--- src/rtl/clock_adjust_pkg.sv ---
// Shared types and constants for the clock/calendar manual-adjust front-end.
package clock_adjust_pkg;

  typedef enum logic [1:0] {
    R_IDLE   = 2'd0,
    R_DELAY  = 2'd1,
    R_REPEAT = 2'd2,
    R_LOCK   = 2'd3
  } rep_state_e;

  localparam int unsigned FIELD_SEC   = 0;
  localparam int unsigned FIELD_MIN   = 1;
  localparam int unsigned FIELD_HOUR  = 2;
  localparam int unsigned FIELD_DAY   = 3;
  localparam int unsigned FIELD_MONTH = 4;
  localparam int unsigned FIELD_YEAR  = 5;

endpackage

--- src/rtl/button_debouncer.sv ---
// Two-flop synchroniser, stable-count debouncer and registered rising-edge
// pulse for one raw push-button.
module button_debouncer #(
  parameter int unsigned DEBOUNCE_CYCLES = 20
) (
  input  logic clk,
  input  logic rst,
  input  logic btn_raw,
  output logic level,
  output logic rise
);

  localparam int unsigned CW = (DEBOUNCE_CYCLES > 1) ? $clog2(DEBOUNCE_CYCLES) : 1;

  logic [1:0]    sync_q, sync_d;
  logic [CW-1:0] cnt_q, cnt_d;
  logic          level_q, level_d;
  logic          rise_q, rise_d;

  // The counter only runs while the synchronised level disagrees with the
  // debounced level, so any agreeing cycle restarts the stability window.
  always_comb begin
    sync_d  = {sync_q[0], btn_raw};
    level_d = level_q;
    cnt_d   = '0;
    if (sync_q[1] != level_q) begin
      if (cnt_q == CW'(DEBOUNCE_CYCLES - 1)) begin
        level_d = ~level_q;
      end else begin
        cnt_d = cnt_q + CW'(1);
      end
    end
    rise_d = level_d & ~level_q;
  end

  always_ff @(posedge clk or posedge rst) begin
    if (rst) begin
      sync_q  <= '0;
      cnt_q   <= '0;
      level_q <= 1'b0;
      rise_q  <= 1'b0;
    end else begin
      sync_q  <= sync_d;
      cnt_q   <= cnt_d;
      level_q <= level_d;
      rise_q  <= rise_d;
    end
  end

  assign level = level_q;
  assign rise  = rise_q;

endmodule

--- src/rtl/adjust_tick_generator.sv ---
// Turns mode/up/down buttons into per-field tick_up/tick_down pulses with
// field cycling and press-and-hold auto-repeat.
module adjust_tick_generator
  import clock_adjust_pkg::*;
#(
  parameter int unsigned DEBOUNCE_CYCLES = 20,
  parameter int unsigned REPEAT_DELAY    = 500,
  parameter int unsigned REPEAT_PERIOD   = 100,
  parameter int unsigned NUM_FIELDS      = 6,
  parameter int unsigned FIELD_BITS      = 3
) (
  input  logic                  clk,
  input  logic                  rst,
  input  logic                  btn_mode,
  input  logic                  btn_up,
  input  logic                  btn_down,
  output logic                  adjust_en,
  output logic [FIELD_BITS-1:0] field_sel,
  output logic [NUM_FIELDS-1:0] tick_up,
  output logic [NUM_FIELDS-1:0] tick_down
);

  localparam int unsigned TW = $clog2(REPEAT_DELAY + 1);

  logic mode_lvl_unused, mode_rise;
  logic up_lvl, up_rise;
  logic dn_lvl, dn_rise;

  button_debouncer #(.DEBOUNCE_CYCLES(DEBOUNCE_CYCLES)) u_db_mode (
    .clk(clk), .rst(rst), .btn_raw(btn_mode), .level(mode_lvl_unused), .rise(mode_rise)
  );
  button_debouncer #(.DEBOUNCE_CYCLES(DEBOUNCE_CYCLES)) u_db_up (
    .clk(clk), .rst(rst), .btn_raw(btn_up), .level(up_lvl), .rise(up_rise)
  );
  button_debouncer #(.DEBOUNCE_CYCLES(DEBOUNCE_CYCLES)) u_db_down (
    .clk(clk), .rst(rst), .btn_raw(btn_down), .level(dn_lvl), .rise(dn_rise)
  );

  rep_state_e            rep_state_q, rep_state_d;
  logic [TW-1:0]         timer_q, timer_d;
  logic                  dir_up_q, dir_up_d;
  logic                  adjust_en_q, adjust_en_d;
  logic [FIELD_BITS-1:0] field_sel_q, field_sel_d;
  logic [NUM_FIELDS-1:0] tick_up_q, tick_up_d;
  logic [NUM_FIELDS-1:0] tick_down_q, tick_down_d;
  logic                  fire_up, fire_dn, lock_cond, act_lvl;

  // Mode register: IDLE -> field 0 -> ... -> last field -> IDLE.
  always_comb begin
    adjust_en_d = adjust_en_q;
    field_sel_d = field_sel_q;
    if (mode_rise) begin
      if (!adjust_en_q) begin
        adjust_en_d = 1'b1;
        field_sel_d = FIELD_BITS'(FIELD_SEC);
      end else if (field_sel_q == FIELD_BITS'(NUM_FIELDS - 1)) begin
        adjust_en_d = 1'b0;
        field_sel_d = '0;
      end else begin
        field_sel_d = field_sel_q + FIELD_BITS'(1);
      end
    end
  end

  // Repeat FSM. A mode edge always lands the next cycle with adjust_en
  // changed, so treating it as a lock condition covers adjust_en falling too.
  always_comb begin
    rep_state_d = rep_state_q;
    timer_d     = timer_q;
    dir_up_d    = dir_up_q;
    fire_up     = 1'b0;
    fire_dn     = 1'b0;
    lock_cond   = (up_lvl & dn_lvl) | mode_rise | ~adjust_en_q;
    act_lvl     = dir_up_q ? up_lvl : dn_lvl;
    case (rep_state_q)
      R_IDLE: begin
        if (up_rise && dn_rise) begin
          rep_state_d = R_LOCK;
        end else if (adjust_en_q && !mode_rise) begin
          if (up_rise && !dn_lvl) begin
            fire_up     = 1'b1;
            dir_up_d    = 1'b1;
            timer_d     = TW'(REPEAT_DELAY);
            rep_state_d = R_DELAY;
          end else if (dn_rise && !up_lvl) begin
            fire_dn     = 1'b1;
            dir_up_d    = 1'b0;
            timer_d     = TW'(REPEAT_DELAY);
            rep_state_d = R_DELAY;
          end
        end
      end
      R_DELAY, R_REPEAT: begin
        if (lock_cond) begin
          rep_state_d = R_LOCK;
        end else if (!act_lvl) begin
          rep_state_d = R_IDLE;
        end else if (timer_q == TW'(1)) begin
          fire_up     = dir_up_q;
          fire_dn     = ~dir_up_q;
          timer_d     = TW'(REPEAT_PERIOD);
          rep_state_d = R_REPEAT;
        end else begin
          timer_d = timer_q - TW'(1);
        end
      end
      R_LOCK: begin
        if (!up_lvl && !dn_lvl) begin
          rep_state_d = R_IDLE;
        end
      end
      default: rep_state_d = R_IDLE;
    endcase
  end

  always_comb begin
    tick_up_d   = fire_up ? (NUM_FIELDS'(1) << field_sel_q) : '0;
    tick_down_d = fire_dn ? (NUM_FIELDS'(1) << field_sel_q) : '0;
  end

  always_ff @(posedge clk or posedge rst) begin
    if (rst) begin
      rep_state_q <= R_IDLE;
      timer_q     <= '0;
      dir_up_q    <= 1'b0;
      adjust_en_q <= 1'b0;
      field_sel_q <= '0;
      tick_up_q   <= '0;
      tick_down_q <= '0;
    end else begin
      rep_state_q <= rep_state_d;
      timer_q     <= timer_d;
      dir_up_q    <= dir_up_d;
      adjust_en_q <= adjust_en_d;
      field_sel_q <= field_sel_d;
      tick_up_q   <= tick_up_d;
      tick_down_q <= tick_down_d;
    end
  end

  assign adjust_en = adjust_en_q;
  assign field_sel = field_sel_q;
  assign tick_up   = tick_up_q;
  assign tick_down = tick_down_q;

endmodule

--- config.mk ---
export PLATFORM = sky130hd
export DESIGN_NAME = adjust_tick_generator
export DESIGN_NICKNAME = d
export VERILOG_FILES = /design/src/rtl/clock_adjust_pkg.sv /design/src/rtl/button_debouncer.sv /design/src/rtl/adjust_tick_generator.sv
export SDC_FILE = /design/constraint.sdc
export NUM_CORES = 1
export LEC_CHECK = 0
export CAP_MARGIN = 10
export CORE_MARGIN = 2
export CORE_UTILIZATION = 40
export CTS_BUF_LIST = sky130_fd_sc_hd__clkbuf_8
export DETAILED_ROUTE_END_ITERATION = 12
export GPL_TIMING_DRIVEN = 1
export PLACE_DENSITY = 0.6
export SLEW_MARGIN = 20
export SYNTH_ARGS = -nofsm -noshare
export SYNTH_HDL_FRONTEND = slang
export SYNTH_HIERARCHICAL = 1
export SYNTH_SLANG_ARGS = --single-unit
--- constraint.sdc ---
create_clock -name clk -period 5.8 [get_ports clk]
set_input_delay 0.87 -clock clk [delete_from_list [all_inputs] [get_ports clk]]
set_output_delay 0.87 -clock clk [all_outputs]
set_load 0.01 [all_outputs]
After elaboration in Yosys (flattened, before gate mapping)
Cells that the tools add are included.
{"block": "op_classes", "n_addsub": 5, "n_eq_ne": 20, "shift": 1, "n_mux": 53, "bitwise": 12, "n_reduce_logical": 15}
{"operator": "$mux W9", "n": 7}
{"operator": "$mux W5", "n": 6}
{"operator": "$mux W1", "n": 24}
{"operator": "$pmux W9 S2", "n": 1}
{"operator": "$mux W2", "n": 8}
{"operator": "$add A5 B1 Y5 const B", "n": 3}
{"operator": "$eq A5 B5 Y1 const B", "n": 3}
{"operator": "$mux W6", "n": 2}
{"operator": "$ne A2 B2 Y1 const B", "n": 5}
{"operator": "$eq A9 B1 Y1 const B", "n": 1}
{"operator": "$sub A9 B1 Y9 const B", "n": 1}
{"operator": "$ne A4 B4 Y1 const B", "n": 2}
{"operator": "$reduce_and A4 Y1", "n": 2}
{"operator": "$mux W3", "n": 2}
{"operator": "$ne A3 B3 Y1 const B", "n": 2}
{"operator": "$not A1 Y1", "n": 6}
{"operator": "$pmux W2 S3", "n": 1}
{"operator": "$reduce_and A6 Y1", "n": 1}
{"operator": "$shl A1 B3 Y6 const A", "n": 1}
{"operator": "$logic_and A1 B1 Y1", "n": 5}
{"operator": "$and A1 B1 Y1", "n": 4}
{"operator": "$eq A2 B2 Y1 const B", "n": 2}
{"operator": "$pmux W1 S2", "n": 2}
{"operator": "$reduce_bool A2 Y1", "n": 2}
{"operator": "8 further kinds", "n": 13}
{"block": "totals", "ff_bits": 55, "inputBits": 5, "output_inout_bits": 16, "elab_cells": 125}

Depth between registers and ports, before layout
{"block": "logic_depth", "depth_word": 8, "ltp_mapped": 7, "depth_no_buf": 7}

Modules after synthesis
Netlist, hierarchy kept.
{"mod": "adjust_tick_generator", "n_inst": 1, "cells_per_inst": 156, "area_per_inst_um2": 1579.0, "seq_area_each_um2": 700.7}
{"mod": "button_debouncer", "n_inst": 3, "cells_per_inst": 30, "area_per_inst_um2": 386.6, "seq_area_each_um2": 225.2}

Worst setup path after synthesis
OpenSTA, ideal clock, no wires.
{"block": "synth_timing", "path_type": "flip-flop to flip-flop", "from": "register rep_state_q[0]", "to": "register timer_q[4]", "setup_time_ns": 0.130, "arrival_time_ns": 1.745, "t_required_ns": 5.670, "setup_slack_ns": 3.925, "path_stages_with_launch": 8, "path_buffers": 0, "synth_period_minus_slack_ns": 1.875, "path_cell_list": "dfrtp_1 inv_1 ha_1 a21boi_0 o211ai_1 a211o_4 nor3_2 a211oi_2"}
{"block": "synth_between", "elab_chain_cells": 4, "word_cells_on_any_way": 12, "cone_classes": "7 x eq/ne; 1 x mux; 4 x reduce/logical"}
{"item": "start: declaration", "line_no": "adjust_tick_generator.sv:39", "source": "rep_state_e rep_state_q, rep_state_d;"}
{"item": "start signal: assignment", "line_no": "adjust_tick_generator.sv:131", "source": "rep_state_q <= rep_state_d;"}
{"item": "$eq A2 B1 Y1 or $eq A2 B2 Y1 (tied branches)", "line_no": "adjust_tick_generator.sv:75", "source": "case (rep_state_q)"}
{"item": "$reduce_or A2 Y1", "line_no": "adjust_tick_generator.sv:75"}
{"item": "$ne A2 B2 Y1 (no source line) or $reduce_bool A2 Y1 (tied branches)"}
{"item": "$reduce_and A6 Y1 (no source line)"}
{"item": "end signal: assignment", "line_no": "adjust_tick_generator.sv:132", "source": "timer_q <= timer_d;"}
{"item": "end: declaration", "line_no": "adjust_tick_generator.sv:40", "source": "logic [TW-1:0] timer_q, timer_d;"}
Parallel ways exist; a longest one is shown, timed or not.
A chain may end at the register's enable or synchronous reset.

Final worst setup path
{"block": "layout_timing", "from": "register field_sel_q[0], in the netlist field_sel[0]", "to": "output field_sel[0]"}
{"item": "start: declaration", "line_no": "adjust_tick_generator.sv:43", "source": "logic [FIELD_BITS-1:0] field_sel_q, field_sel_d;"}
{"item": "start signal: assignment", "line_no": "adjust_tick_generator.sv:135", "source": "field_sel_q <= field_sel_d;"}
{"item": "end: declaration", "line_no": "adjust_tick_generator.sv:18", "source": "output logic [FIELD_BITS-1:0] field_sel,"}
No word-level cell between the ends.

==> reports/metrics.csv <==
metric,value,unit
fin_util,0.4622,
syn_area,2739,µm²
nets,284,
io_pins,21,
hpwl,3311,µm
die_w,86.75,µm
finalWirelength,4509,µm
start_kind,register,
slew_headroom,0.5708,
avgSynthCellArea,11.13,µm²
initial_utilization,0.4076,
grt_first_pass_wirelength,8142,µm
slew_viol_final,0,
fmax,431.0,MHz
grt_max_degree,29,
drive_above_1_share,0.1365,
io_buffers,20,
antenna_found_initial,0,
p_per_area,209.0,nW/µm²
grt_pass1_vias,1776,
routed_via_density,5.131,
cts_setup_buffers,0,
cts_hold_buf,0,
cts_tree,yes,
ant_nets,0,
cts.clk_slew.worst_paths,0.09,ns
layout_commonest_cell,dfrtp_1,
cp_max_fo,10,
synth_cell_type_count,58,
vdd_drop_max,0.0001253,V
ys_warn_count,6,
grt_use_total,0.1366,
hold_viol,0,
post-route-period-util,0.4000,
drt_iter0_drc,110,
drt-wirelength-per-cell,12.85,µm
hold_path.class,register to register,
syn_nets,260,
die_y,86.75,µm
std_cell_rows,30,
outcome,"complete, no violations",
crit_path_top_delay_cell,clkdlybuf4s50_1,
cts.repair.resized,0,
fin_skew,0.005319,ns
clockBufferDepth,2,
cpPeakStageDelay,0.60,ns
die_area,7525,µm²
clock_latency,0.30,ns
crit_type,register to primary output,
synth-seq-area-share,0.5025,
coreArea,6719,µm²
finalWorstPathRequiredPeriod,2.320,ns
h-tree-depth,2,
drt_first_pass_iters,4,
finalSetupTns,0,ns
path_cells,clkdlybuf4s50_1,
power.leakage,1.363,nW
gp_congestion,0.8430,
clkSinkCount,55,
p_total,649.0,µW
synth_edf_count,0,
worstPathRequired,4.93,ns
mostFrequentLayoutCells,"55 x dfrtp_1, 21 x nor2_1, 20 x clkdlybuf4s50_1",
antennaDiodeCount,0,
rsz0062_at_grt,no,
critPathTopFamily,buffers and inverters,
worst_setup_path_end_kind,primary output,
synth-seq-cells,55,
cp.arrival,1.45,ns
synth_ff_type,dfrtp_1,
cts_buffers,5,
crit_buf_inv,1,
drc,0,
ys_async_sr_fraction,1.000,
vias,1801,
root_buffer,clkbuf_8,
setup_viol,0,
netlist_instances,246,
overflow,0,
worstMarginPinSlew,0.6425,ns
max-cap-violations,0,
area_growth,13.39,%
stage by stage:
| step | std cells | hold WS (ns) | cell area, µm² | worst slack [ns] |
|---|---|---|---|---|
| 4_1_cts | 351 | 0.3572 | 3105 | 3.449 |
| 6_report | 351 | 0.3545 | 3105 | 3.480 |
| 2_1_floorplan | 246 | 0.3312 | 2739 | 3.925 |
| 3_5_place_dp | 343 | 0.3347 | 3002 | 3.489 |
| 5_1_grt | 351 | 0.3662 | 3105 | 3.391 |
| 3_3_place_gp | 343 | 0.3347 | 3002 | 3.548 |
synthesized netlist by cell type, drive strengths merged, types with 6 or more instances:
library cell / number / share of area
dfrtp: 55 / 0.50
nor2: 21 / 0.029
inv: 17 / 0.023
o21ai: 14 / 0.027
a21oi: 13 / 0.025
nand2: 13 / 0.019
nand3: 11 / 0.020
ha: 9 / 0.041
nor3: 8 / 0.018
nand2b: 7 / 0.024
a21o: 6 / 0.017
mux2: 6 / 0.025
cell type report:
type                            instances  area [µm²]
Fill cell                             640        3613
Sequential cell                        55        1376
Multi-Input combinational cell        171        1261
Timing Repair Buffer                   20       200.2
Tap cell                               80       100.1
Clock buffer                            7       96.34
Inverter                               17       63.81
Clock inverter                          1       7.507
final timing paths:
path / start / to / cells after the start / slack [ns]
max reg2reg: rep_state_q[0] / timer_q[4] / 7 / 3.63
max in group asynchronous: rst / tick_up[5] / 2 / 4.38
min: u_db_down/sync_q[0] / u_db_down/sync_q[1] / 0 / 0.35
min reg2reg: u_db_down/sync_q[0] / u_db_down/sync_q[1] / 0 / 0.35
min in group asynchronous: rst / u_db_mode/cnt_q[4] / 2 / 0.90
max: field_sel[0] / field_sel[0] / 1 / 3.48
per-layer routing:
layer | track usage | vias to the layer above | routed length, µm
li1 | - | 906 | -
met3 | 0.03143 | 4 | 118
met2 | 0.2280 | 22 | 2141
met1 | 0.1768 | 869 | 2196
met4 | 0.04261 | 0 | 53
met5 | 0 | - | 0
state kept, by name (all words and copies together), names as in the netlist, 2 cells and up:
register and count:
u_db_up/cnt_q 5, u_db_up/sync_q 2, rep_state_q 2, tick_down 6, u_db_mode/sync_q 2, u_db_mode/cnt_q 5, field_sel 3, u_db_down/sync_q 2
timer_q 9, u_db_down/cnt_q 5, tick_up 6
logic make-up (layout without fill, tap and decap cells):
logic type | count (synthesis) | count (layout) | share of synthesized area
buffers and inverters | 20 | 45 | 0.03700
and+or+nand+nor | 95 | 95 | 0.2302
xor gates and xnor gates | 6 | 6 | 0.01919
DFF | 55 | 55 | 0.5025
muxes | 8 | 8 | 0.03198
adders and majority gates | 9 | 9 | 0.04112
AOI/OAI and AO/OA | 53 | 53 | 0.1380
power by group:
part | leakage [nW] | switching, mW | total, mW | internal [mW]
clock | 0.0505 | 0.120 | 0.229 | 0.109
combinational | 0.566 | 0.0144 | 0.0240 | 0.00960
sequential | 0.747 | 0.00564 | 0.396 | 0.390
total | 1.36 | 0.141 | 0.649 | 0.509
worst register-to-register path, delay by kind of cell (launching register included):
kind | cells | cell delay [ns]
compound gates | 5 | 1.34
fa+ha+maj | 1 | 0.25
buf+inv | 1 | 0.09
flops | 1 | 0.41
Power figures use the tool's default switching activity.
